[config.mk]
export PLATFORM = sky130hd
export DESIGN_NAME = spi_slave_rx
export DESIGN_NICKNAME = d
export VERILOG_FILES = /design/src/rtl/spi_slave_rx.sv
export SDC_FILE = /design/constraint.sdc
export NUM_CORES = 1
export LEC_CHECK = 0
export CORE_MARGIN = 3
export CORE_UTILIZATION = 50
export DETAILED_ROUTE_END_ITERATION = 12
export PLACE_DENSITY = 0.77
export SLEW_MARGIN = 0
export SYNTH_ARGS = -nofsm -noshare
export SYNTH_HDL_FRONTEND = slang
export SYNTH_SLANG_ARGS = --single-unit
[constraint.sdc]
create_clock -name clk -period 4.1 [get_ports clk]
set_input_delay 0.41 -clock clk [delete_from_list [all_inputs] [get_ports clk]]
set_output_delay 0.41 -clock clk [all_outputs]
set_load 0.02 [all_outputs]
[src/rtl/spi_slave_rx.sv]
// spi_slave_rx: receive-only SPI slave (sample on sclk rise, MSB first) with a valid/ready byte output.
// Define SPI_RX_SYNC_EN for two-flop input synchronizers; the default build uses a single flop per input.
module spi_slave_rx (
    input  logic       clk,
    input  logic       rst,
    input  logic       sclk,
    input  logic       mosi,
    input  logic       cs,
    output logic [7:0] dout,
    output logic       dout_valid,
    input  logic       dout_ready,
    output logic       overrun,
    output logic       frame_err,
    output logic       busy
);
    typedef enum logic {IDLE = 1'b0, RECV = 1'b1} state_t;

    logic sclk_s, mosi_s, cs_s;

`ifdef SPI_RX_SYNC_EN
    logic [1:0] sclk_sync_q, sclk_sync_d;
    logic [1:0] mosi_sync_q, mosi_sync_d;
    logic [1:0] cs_sync_q, cs_sync_d;

    always_comb begin
        sclk_sync_d = {sclk_sync_q[0], sclk};
        mosi_sync_d = {mosi_sync_q[0], mosi};
        cs_sync_d   = {cs_sync_q[0], cs};
    end

    // Reset values describe an idle bus so no edge or frame is seen at release.
    always_ff @(posedge clk or negedge rst) begin
        if (!rst) begin
            sclk_sync_q <= 2'b00;
            mosi_sync_q <= 2'b00;
            cs_sync_q   <= 2'b11;
        end else begin
            sclk_sync_q <= sclk_sync_d;
            mosi_sync_q <= mosi_sync_d;
            cs_sync_q   <= cs_sync_d;
        end
    end

    assign sclk_s = sclk_sync_q[1];
    assign mosi_s = mosi_sync_q[1];
    assign cs_s   = cs_sync_q[1];
`else
    logic sclk_sync_q, sclk_sync_d;
    logic mosi_sync_q, mosi_sync_d;
    logic cs_sync_q, cs_sync_d;

    always_comb begin
        sclk_sync_d = sclk;
        mosi_sync_d = mosi;
        cs_sync_d   = cs;
    end

    always_ff @(posedge clk or negedge rst) begin
        if (!rst) begin
            sclk_sync_q <= 1'b0;
            mosi_sync_q <= 1'b0;
            cs_sync_q   <= 1'b1;
        end else begin
            sclk_sync_q <= sclk_sync_d;
            mosi_sync_q <= mosi_sync_d;
            cs_sync_q   <= cs_sync_d;
        end
    end

    assign sclk_s = sclk_sync_q;
    assign mosi_s = mosi_sync_q;
    assign cs_s   = cs_sync_q;
`endif

    state_t     state_q, state_d;
    logic       sclk_prev_q, sclk_prev_d;
    logic [2:0] bit_cnt_q, bit_cnt_d;
    logic [7:0] shift_q, shift_d;
    logic [7:0] dout_q, dout_d;
    logic       dout_valid_q, dout_valid_d;
    logic       overrun_q, overrun_d;
    logic       frame_err_q, frame_err_d;
    logic       sclk_rise, byte_done, xfer;

    // Handshake: a byte moves on a clk edge where dout_valid and dout_ready are both high;
    // dout_valid never drops without a transfer and dout is stable while it waits.
    assign sclk_rise = sclk_s & ~sclk_prev_q;
    assign xfer      = dout_valid_q & dout_ready;
    assign byte_done = (state_q == RECV) & ~cs_s & sclk_rise & (bit_cnt_q == 3'd7);

    always_ff @(posedge clk or negedge rst) begin
        if (!rst) state_q <= IDLE;
        else      state_q <= state_d;
    end

    always_comb begin
        state_d = state_q;
        case (state_q)
            IDLE: if (!cs_s) state_d = RECV;
            RECV: if (cs_s)  state_d = IDLE;
        endcase
    end

    always_comb begin
        busy = (state_q == RECV);
    end

    always_comb begin
        sclk_prev_d  = sclk_s;
        bit_cnt_d    = bit_cnt_q;
        shift_d      = shift_q;
        dout_d       = dout_q;
        dout_valid_d = dout_valid_q;
        overrun_d    = 1'b0;
        frame_err_d  = 1'b0;
        if (state_q == IDLE) begin
            if (!cs_s) begin
                bit_cnt_d = 3'd0;
                shift_d   = 8'd0;
            end
        end else if (cs_s) begin
            frame_err_d = (bit_cnt_q != 3'd0);
        end else if (sclk_rise) begin
            shift_d   = {shift_q[6:0], mosi_s};
            bit_cnt_d = bit_cnt_q + 3'd1;
        end
        if (xfer) dout_valid_d = 1'b0;
        // A completing byte may reuse the slot being emptied in the same cycle.
        if (byte_done) begin
            if (!dout_valid_q || dout_ready) begin
                dout_d       = {shift_q[6:0], mosi_s};
                dout_valid_d = 1'b1;
            end else begin
                overrun_d = 1'b1;
            end
        end
    end

    always_ff @(posedge clk or negedge rst) begin
        if (!rst) begin
            sclk_prev_q  <= 1'b0;
            bit_cnt_q    <= 3'd0;
            shift_q      <= 8'd0;
            dout_q       <= 8'd0;
            dout_valid_q <= 1'b0;
            overrun_q    <= 1'b0;
            frame_err_q  <= 1'b0;
        end else begin
            sclk_prev_q  <= sclk_prev_d;
            bit_cnt_q    <= bit_cnt_d;
            shift_q      <= shift_d;
            dout_q       <= dout_d;
            dout_valid_q <= dout_valid_d;
            overrun_q    <= overrun_d;
            frame_err_q  <= frame_err_d;
        end
    end

    assign dout       = dout_q;
    assign dout_valid = dout_valid_q;
    assign overrun    = overrun_q;
    assign frame_err  = frame_err_q;
endmodule

### Word-level counts from Yosys, hierarchy flattened

Index checks and enable logic that the tools add are counted.

| cells by class | value |
|---|---|
| add/subtract/negate cells | 1 |
| equal/unequal tests | 2 |
| muxes and demuxes | 16 |
| bitwise gates (word level) | 7 |
| reduce and logical (&&, ||, !) cells | 5 |

Operator list:

| kind | number |
|---|---|
| 2-to-1 mux 7 bit | 4 |
| 2-to-1 mux 3 bit | 4 |
| 2-to-1 mux 1 bit | 8 |
| AND 1 bit | 5 |
| AND reduction 2 bit | 2 |
| adder 3 x 1 -> 3 bit (second input constant) | 1 |
| == test 3 bit (second input constant) | 1 |
| nonzero test 3 bit | 1 |
| inequality test 2 x 1 -> 1 bit (second input constant) | 1 |
| NOT 1 bit | 2 |
| logical NOT 1 bit | 1 |
| logical OR 1 bit | 1 |

| storage, ports and cells | value |
|---|---|
| bits in registers | 26 |
| input bits | 6 |
| output and inout bits | 12 |
| logic and storage cells | 42 |

### Depth between registers and ports, before layout

Gate-level depths: netlist (run 1).

| logic depth | value |
|---|---|
| depth after elaboration | 5 |
| gate-level depth with buffers | 4 |
| gate-level depth less buffers | 4 |

### Worst setup path before layout (run 1)

Ideal clock, no wire load.

| path | value |
|---|---|
| kind | reg-to-reg |
| start | register bit_cnt_q[0] |
| end | register dout_q[0], in the netlist dout[0] |
| library setup time | 125 ps |
| data arrival time | 1222 ps |
| required time | 3975 ps |
| setup slack | 2753 ps |
| stages on the path, launching flop included | 5 |
| buffers on the path | 0 |
| period minus slack after synthesis | 1347 ps |
| cells stage by stage | dfrtp_1 > ha_1 > ha_1 > nand3_4 > mux2_2 |

| between the ends | value |
|---|---|
| longest elaborated chain between the ends | 3 |

RTL lines:

| element | line | RTL |
|---|---|---|
| from (decl) | 77 | `logic [2:0] bit_cnt_q, bit_cnt_d;` |
| from (signal assigned) | 150 | `bit_cnt_q <= bit_cnt_d;` |
| == test 3 bit | 89 | `assign byte_done = (state_q == RECV) & ~cs_s & sclk_rise & (bit_cnt_q == 3'd7);` |
| AND 1 bit | 89 |  |
| AND reduction 2 bit (no line) | - |  |
| to (signal assigned) | 152 | `dout_q <= dout_d;` |
| to (decl) | 79 | `logic [7:0] dout_q, dout_d;` |

Every way passes these cells.
A chain may end at the register's enable or synchronous reset.

### Worst setup path in the final report (run 1)

| path | value |
|---|---|
| start | register state_q, in the netlist busy |
| end | output busy |

RTL lines:

| element | line | RTL |
|---|---|---|
| from (decl) | 75 | `state_t state_q, state_d;` |
| from (signal assigned) | 93 | `else state_q <= state_d;` |
| to (decl) | 14 | `output logic busy` |

No word-level cell between the ends.

==> results of run 1 <==
[layout make-up]
cell class | instances | area, um2 | share of cell area, %
tap | 25 | 31.28 | 2.580
multi-input combinational | 31 | 291.5 | 24.05
timing repair buffer | 17 | 170.2 | 14.04
clock buffer | 3 | 22.52 | 1.858
inverter | 4 | 15.01 | 1.238
sequential | 26 | 651.9 | 53.77
clock inverter | 1 | 30.03 | 2.477
[registers in the layout, summed over array words and instances, names as in the netlist]
| signal | flops |
|---|---|
| sclk_prev_q | 1 |
| frame_err | 1 |
| dout | 8 |
| sclk_prev_d | 1 |
| bit_cnt_q | 3 |
| mosi_s | 1 |
| shift_q | 7 |
| overrun | 1 |
| cs_s | 1 |
| busy | 1 |
| dout_valid | 1 |
[power breakdown]
part	internal [uW]	leakage, uW	total (uW)	switching, uW
registers	262	0.000349	266	3.64
logic	10.6	0.000203	22.2	11.7
clock network	98.8	0.0000279	169	70.5
total	371	0.000581	457	85.8
[cell families after synthesis]
kind of cell             count (synthesis)  synth area share (%)
adder cells (fa/ha/maj)                  3                 3.876
AO/OA/AOI/OAI                           11                 9.432
buffers and inverters                    6                 2.584
AND/OR/NAND/NOR                          8                 6.331
multiplexers                             9                 10.47
flip-flops                              26                 67.31
[cells in the final DEF, fill, tap and decap left out, drive strengths merged]
cell	instances
dfrtp	25
clkdlybuf4s50	17
mux2	9
a22o	9
inv	4
nand2	3
ha	3
clkbuf	3
nand2b	2
and4bb	1
nor2	1
a21oi	1
nand3	1
a21o	1
bufinv	1
dfstp	1
[per-stage QoR]
step / std cells / worst slack (ns) / cell area [um2] / hold WS (ns)
after floorplan: 63 / 2.753 / 968.4 / 0.1144
after global placement: 103 / 2.353 / 1160 / 0.3899
after detailed placement: 103 / 2.340 / 1160 / 0.4019
after CTS: 107 / 2.328 / 1212 / 0.4325
after global routing: 107 / 2.272 / 1212 / 0.4412
final: 107 / 2.349 / 1212 / 0.4287
[path summary, 6_finish.rpt]
kind	to	slack, ns	cells past startpoint
worst min-delay path	sclk_prev_q	0.43	0
min in group asynchronous	dout_valid	0.68	1
worst max register to register	dout[0]	2.67	4
max in group asynchronous	bit_cnt_q[1]	2.78	1
worst max-delay path	busy	2.35	1
worst min register to register	sclk_prev_q	0.43	0
[routing by layer]
layer	GRT usage, %	routed length (um)
met5	0	0
met3	4.230	76
met1	18.70	660
met4	5.530	14
met2	21.30	674
[Yosys cell counts]
library cell / number / area [um2]
sky130_fd_sc_hd__dfrtp_1: 25 / 625.6
sky130_fd_sc_hd__a22o_1: 9 / 78.83
sky130_fd_sc_hd__mux2_2: 9 / 101.4
sky130_fd_sc_hd__inv_1: 4 / 15.01
sky130_fd_sc_hd__ha_1: 3 / 37.54
sky130_fd_sc_hd__nand2_1: 3 / 11.26
sky130_fd_sc_hd__buf_2: 2 / 10.01
sky130_fd_sc_hd__nand2b_1: 2 / 12.51
sky130_fd_sc_hd__a21o_1: 1 / 7.510
sky130_fd_sc_hd__a21oi_1: 1 / 5.000
sky130_fd_sc_hd__and4bb_4: 1 / 16.27
sky130_fd_sc_hd__dfstp_2: 1 / 26.28
sky130_fd_sc_hd__nand3_4: 1 / 17.52
sky130_fd_sc_hd__nor2_1: 1 / 3.750
==> metrics list, run 1 <==
- 0 antenna diodes ended up in the layout.
* Number of CTS-inserted buffers: 3
* Core region area: 1783 um2
- Clock tree from TritonCTS: yes
* Worst hold path type: flip-flop to flip-flop
* Register bit total from synthesis: 26
- Maximum clock frequency: 571.0 MHz
* Mapped cell area: 968.4 um2
- Static leakage: 0.0005805 uW
* Detailed-router iteration count before antenna repair: 4
* Final hold violations: 0
- After the last flow step, the layout net total stands at 92.
* Total negative setup slack: 0 ns
- Final setup vio count: 0
* Number of H-tree levels: 1
* Slowest cell on the critical path: sky130_fd_sc_hd__clkdlybuf4s50_1
- Horizontal die dimension: 50.01 um
- Average cell area after synthesis: 15.37 um2
- Setup repair after global routing left no endpoint under its margin.
- Critical Path Sink Type: output pin
* Tightest Pin Transition: 1.094 ns
* Largest driver fanout on the critical path: 4
- Together, buffers and inverters on the worst path number 1.
* Largest stage delay, worst path: 0.62 ns
* Peak VDD IR: 0.2518 mV
* Final-report max-slew violation count: 0
- IO Pins: 18
- Setup skew after layout: 0.004186 ns
* Iteration-0 DRC Markers: 7
- HPWL after DPL: 987.8 um
- STA puts the critical path data arrival time at 1.34 ns.
- Share of final-layout standard cells stronger than drive strength 1: 19.51%
* Startpoint type of the worst setup path: flip-flop
* Via count of the first global-routing pass: 577
- Hold path start: sclk_prev_d
- Worst path cell trace: clkdlybuf4s50_1
- The initial antenna violation count came to 0.
* Via density: 5.215
* Total Routed Length: 1426 um
- The floorplan step set the die height to 50.01 um.
* PD cells: 377.0 nW/um2
- Total routing resource utilization after global routing: 14.06%
* Global route overflow: 0
- Vias after detailed routing: 558
- After clock tree synthesis, the clock-pin slew on the worst setup and hold paths is 0.13 ns.
- Data on the critical path is required at its endpoint by 3.69 ns.
- Startpoint of the worst register-to-register path: bit_cnt_q[0]
* Net count after synthesis: 72
- The number of setup buffers added after CTS is 0.
* Part of the Yosys area used for sequential elements: 67.31%
- Skew-Pair Late Insertion Delay: 0.31 ns
- Pin count of the biggest net entering global routing: 27
* Final Cycle Share: 42.72%
- Max-cap violations in this run came to 0.
* Placer's final routability congestion estimate: 0.6666
- CTS Root Buffer Type: sky130_fd_sc_hd__clkbuf_4
- Status: completed
- Warning count from the yosys run: 0
- The count of buffers added on input and output ports is 17.
* Layout Utilization: 68.00%
- The first global-routing pass estimated 2635 um of wire.
- From synthesis to final layout, the design area changed by 25.19%.
* Worst slew margin relative to its limit: 26.87%
- Post_cts resized: 0
- In the routed design, unresolved DRC markers number 0.
* Maximum root-to-sink buffer count: 2
* Count of antenna-violating nets left after detailed routing: 0
- Routed wire length per instance: 13.33 um
* Number of fillers in the final layout: 129
- The smallest clock period supported by the final layout is computed as 1.751 ns.
* Kind of cell with the highest combined delay on the critical path: buffers and inverters
* Hold bufs inserted after CTS: 0
- Once the floorplan was initialized, standard cells occupied 54.32% of the core.
- Placement Rows: 15
- The netlist uses 14 different library cells.
* Cells after Synth: 63
- Clock sink total: 26
* Origin of the worst setup path: busy
- Total power for the finished layout comes to 457.1 uW.
- The floorplan step defined a die boundary enclosing 2501 um2.
- By startpoint and endpoint, the worst setup path is classified as flip-flop to output pin.
(Power assumes the default switching activity.)
==> run 2, diff against run 1 <==
CORE_UTILIZATION = 44   (was 50)
PLACE_DENSITY = 0.72   (was 0.77)
clock period = 1.6 ns   (was 4.1 ns; I/O delays follow)
==> metrics list, run 2 (same netlist as run 1, synthesis figures left out) <==
* Total negative setup slack: 0 ns
- Global route overflow: 0
- In the routed design, unresolved DRC markers number 0.
- Worst path arrival time: 1.34 ns
- Layout Utilization: 60.83%
- The flow ran to the end, and the final reports show no timing, DRC or antenna violations.
- Initial Util: 47.90%
- For this design the top-level I/O count stands at 18.
- Skew-Pair Late Insertion Delay: 0.31 ns
* Storage element area: 651.9 um2
* Placement Setup Slack: 0.1832 ns
- The tool flagged a number of max-cap violations equal to 0.
* Kind of cell with the highest combined delay on the critical path: buffers and inverters
- The tree built by TritonCTS fans out to 26 sinks.
- Final hold violations: 0
* Post-route setup slack: 0.09961 ns
- The area growth from synthesis to layout is 27.00%.
- The floorplan has 16 rows.
- Dividing the detail-routed wire length by the instance count gives 12.41 um.
- Wires add up to 1377 um.
- Unrepaired setup endpoints after global routing: no
- Count of inserted antenna diode cells: 0
- Die Area: 2800 um2
- Port buffering added 17 buffers.
- Number of fillers in the final layout: 161
- Counting I/O delays and the setup requirement, the final critical path takes 1.500 ns.
- Post-layout net count: 94
- Iteration-0 DRC Markers: 6
- Count of antenna-violating nets left after detailed routing: 0
- The routed layout has 564 vias.
- Tightest Pin Transition: 0.3103 ns
- Together, buffers and inverters on the worst path number 1.
- Setup violations remaining at the end of the flow were counted as 0.
- For this run, the total global-route usage over all layers was measured as 12.10%.
- Traced cell by cell, the critical path runs through clkdlybuf4s50_1.
* Worst slew margin relative to its limit: 79.32%
* Peak VDD IR: 0.5772 mV
- Reg clk slew, reported paths: 0.13 ns
- Startpoint type of the worst setup path: flip-flop
* Via count of the first global-routing pass: 549
- In this run the number of H-tree levels came out at 1.
- Global-route wire length before repair: 2366 um
- In this run the post-CTS setup repair buffer count came out at 0.
- Hold bufs inserted after CTS: 0
- After legalization and detailed placement, the total HPWL measured 950.6 um.
* Critical Path Sink Type: output pin
- In this run the worst hold path is classified as primary input to async pin.
* Slowest cell on the critical path: sky130_fd_sc_hd__clkdlybuf4s50_1
- Final Cycle Share: 93.77%
- Critical Path RT: 1.44 ns
- Setup skew after layout: 0.002108 ns
- Pin count of the biggest net entering global routing: 27
* PD cells: 958.7 nW/um2
* Final-report max-slew violation count: 0
- The pre-antenna-repair detailed-routing pass consisted of 4 iterations.
- In this run the static leakage power is 0.0005907 uW.
- In this run the deepest clock path goes through 2 buffers.
- In the routed layout, each cell is associated on average with a via count of 5.081.
* Chip Height: 52.92 um
- Worst Path Class, Setup: flip-flop to output pin
* Post_cts resized: 0
* CTS Root Buffer Type: sky130_fd_sc_hd__clkbuf_4
* Most common cell after layout, fill and taps aside: sky130_fd_sc_hd__dfrtp_1
* Horizontal die dimension: 52.92 um
- Largest driver fanout on the critical path: 4
* Maximum clock frequency: 666.5 MHz
- In the layout the commonest cells are sky130_fd_sc_hd__dfrtp_1 (25), sky130_fd_sc_hd__clkdlybuf4s50_1 (17), sky130_fd_sc_hd__mux2_2 (9), sky130_fd_sc_hd__a22o_1 (9), sky130_fd_sc_hd__inv_1 (4).
- In this run, CTS created clock tree buffers numbering 3.
* Multi-input logic area: 291.5 um2
* Initial antenna violation count: 0
- Placer's final routability congestion estimate: 0.7512
- The post-route netlist has 21.43% of its cells at a drive strength greater than 1.
- The register with the most flip-flops in the layout has 8 of them.
- TritonCTS built the clock tree.
- Largest stage delay, worst path: 0.62 ns
* Core region area: 2022 um2
run 2: changes by cell type in the layout (fill, tap and decap cells not counted):
cell	change
sky130_fd_sc_hd__buf_4	+2
run 2: path summary, 6_finish.rpt:
| kind | from | endpoint | slack, ns | depth (start not counted) |
|---|---|---|---|---|
| min in group clk | cs | cs_s | 0.23 | 1 |
| hold reg to reg | sclk_prev_d | sclk_prev_q | 0.42 | 0 |
| setup reg to reg | bit_cnt_q[0] | dout[5] | 0.18 | 4 |
| max in group asynchronous | rst | cs_s | 1.13 | 2 |
| setup / recovery | busy | busy | 0.1 | 1 |
| hold / removal | rst | overrun | 0.19 | 2 |
run 2: where the power goes:
group | internal (uW) | leakage (uW) | switching (uW)
clock network | 253 | 0.0000279 | 187
registers | 671 | 0.000349 | 9.51
logic | 29.2 | 0.000214 | 29.2
run 2: per-layer routing:
layer / up-vias / global-route usage (%) / part of all wire (%)
met5: - / 0 / 0
met4: 0 / 8.936 / 1.2
met3: 2 / 1.690 / 5.2
met2: 18 / 18.80 / 46
met1: 282 / 15.23 / 47
li1: 262 / - / -
run 2: final cells by class:
class / instances / share of cell area, %
multi-input cells: 31 / 23.70
clock inverters: 1 / 2.442
clock buffers: 3 / 1.831
inverters: 4 / 1.221
repair buffers: 19 / 15.06
flip-flops and latches: 26 / 53.00
well taps: 27 / 2.747
run 2: through the flow:
step                      power (uW)  hold slack [ns]  instance area [um2]  std cells
after global placement         752.3           0.3888                 1177        107
after floorplan                717.4          -0.1356                968.4         63
after CTS                       1198           0.1905                 1230        111
after detailed placement       753.3           0.3971                 1177        107
final                           1179           0.1880                 1230        111
after global routing            1229           0.2167                 1230        111
==> run 3, diff against run 2 <==
ABC_CLOCK_PERIOD_IN_PS = 1700   (was unset)
CORE_UTILIZATION = 49   (was 44)
PLACE_DENSITY = 0.76   (was 0.72)
clock period = 1.7 ns   (was 1.6 ns; I/O delays follow)
==> metrics list, run 3 (same netlist as run 1, synthesis figures left out) <==
* Status: completed
* Max-cap violations: 0
* Final-report max-slew violation count: 0
- Gates resized during post-CTS repair numbered 0.
- The tree built by TritonCTS fans out to 26 sinks.
* Initial Util: 53.75%
- Total routing resource utilization after global routing: 13.72%
- Reg clk slew, reported paths: 0.14 ns
- Buffers inserted during clock tree synthesis total 3.
- Summed over all nets, the half-perimeter wirelength after detailed placement is 983.4 um.
- Entering global routing, the biggest net connects 27 pins.
- The register with the most flip-flops in the layout has 8 of them.
- In the final layout, the share of cells above drive strength 1 is 20.48%.
- Worst Path Class, Setup: flip-flop to output pin
- At the pin with the least slew margin, the transition time is 0.3137 ns.
* Top library cells by usage in the layout, fill and taps aside: sky130_fd_sc_hd__dfrtp_1 (25), sky130_fd_sc_hd__clkdlybuf4s50_1 (17), sky130_fd_sc_hd__mux2_2 (9), sky130_fd_sc_hd__a22o_1 (9), sky130_fd_sc_hd__inv_1 (4)
* Placer's final routability congestion estimate: 0.7179
- The library cell used most frequently in the layout, excluding fill and tap cells, is sky130_fd_sc_hd__dfrtp_1.
- The first global-routing pass estimated 2622 um of wire.
- Counting cells, the worst reg-to-reg path comes to 4.
* Hold bufs inserted after CTS: 0
- Final critical delay including setup and external delays: 1.530 ns
- Routed wire length per instance: 13.46 um
* Clock tree from TritonCTS: yes
* Total Routed Length: 1454 um
* Via density: 5.148
- Maximum root-to-sink buffer count: 2
- Slowest cell on the critical path: sky130_fd_sc_hd__clkdlybuf4s50_1
- Post-layout net count: 93
- Levels on crit path: 1
* CTS Root Buffer Type: sky130_fd_sc_hd__clkbuf_4
* Via count of the first global-routing pass: 604
- For this design the ratio of total power to cell area is 913.6 nW/um2.
- For the worst-skew pair, the clock arrives at the later sink with an insertion delay of 0.32 ns.
* Initial antenna violation count: 0
* Chip Height: 50.46 um
- Setup violations remaining at the end of the flow were counted as 0.
* Buffers inserted by post-CTS timing repair: 0
- Worst slew margin relative to its limit: 79.08%
- The die covers 2546 um2.
- Kind of cell with the highest combined delay on the critical path: buffers and inverters
* Horizontal die dimension: 50.46 um
- Placement Rows: 15
* Worst path cell trace: clkdlybuf4s50_1
- Number of H-tree levels: 1
- Largest driver fanout on the critical path: 4
* Syn-to-layout area delta: 25.97%
- Critical Path Sink Type: output pin
- IR analysis of the VDD net gives a maximum drop of 0.5592 mV.
- Critical Path RT: 1.53 ns
* Total negative setup slack: 0 ns
- Unrepaired setup endpoints after global routing: no
- Pin placement for this block handled 18 I/O pins.
- Final hold violations: 0
- For this run, the slowest stage of the critical path takes 0.63 ns.
* Startpoint type of the worst setup path: flip-flop
- Static leakage: 0.0005853 uW
* Final Cycle Share: 90.00%
- Count of inserted antenna diode cells: 0
- The core region is 1802 um2.
* Setup skew after layout: 0.01206 ns
- Placement Setup Slack: 0.2803 ns
- For this run, design rule violations remaining after detail routing come to 0.
- STA puts the critical path data arrival time at 1.36 ns.
* Count of antenna-violating nets left after detailed routing: 0
* Vias after detailed routing: 556
- Number of buffer and inverter instances along the worst setup path: 1
- Worst hold path type: primary input to async pin
- Across all setup checks in the final design, the least slack found is 0.1699 ns.
* Number of buffer cells added on primary ports: 17
* Detailed-router iteration count before antenna repair: 3
- Derived from the worst setup path, the maximum achievable clock frequency is 653.6 MHz.
- Summed over all layers, the global routing overflow is 0.
- After the first detailed-routing iteration, the DRC count stood at 2.
## run 3: final cells by class
| type | count | area (um2) |
|---|---|---|
| sequential | 26 | 651.9 |
| fill | 140 | 581.8 |
| multi-input combinational | 31 | 291.5 |
| timing repair buffer | 18 | 177.7 |
| tap | 25 | 31.28 |
| clock inverter | 1 | 30.03 |
| clock buffer | 3 | 22.52 |
| inverter | 4 | 15.01 |
## run 3: worst register-to-register path, stage by stage, from the launching register on
cell and delay (ns):
sky130_fd_sc_hd__dfrtp_1 0.43, sky130_fd_sc_hd__ha_1 0.19, sky130_fd_sc_hd__ha_1 0.22, sky130_fd_sc_hd__nand3_4 0.13, sky130_fd_sc_hd__mux2_2 0.35
## run 3: stage by stage
stage	hold slack (ns)	total power [uW]	utilization (%)	area, um2	cells
finish	0.1919	1115	67.71	1220	108
global route	0.2002	1161	67.71	1220	108
CTS	0.2047	1122	67.71	1220	108
detailed placement	0.3972	709.4	64.79	1167	104
global placement	0.3886	707.6	64.79	1167	104
floorplan	-0.1256	675.2	-	968.4	63
## run 3: path summary, 6_finish.rpt
path                                   start           to  slack (ns)
max in group asynchronous                rst         cs_s        1.21
min in group clk                          cs         cs_s        0.25
worst min-delay path                     rst      dout[7]        0.19
worst max-delay path                    busy         busy        0.17
worst min register to register   sclk_prev_d  sclk_prev_q        0.42
worst max register to register  bit_cnt_q[1]      dout[0]        0.27
## run 3: power by group
part	internal, uW	switching, uW
logic	26.8	28.1
clock network	238	180
registers	632	9.43
total	897	217
## run 3: per-layer routing
layer / GRT usage (%) / part of all wire, % / routed length, um
met1: 16.24 / 46 / 671
met2: 23.48 / 47 / 689
met3: 2.967 / 4.4 / 64
met4: 6.726 / 1.9 / 27
met5: 0 / 0 / 0
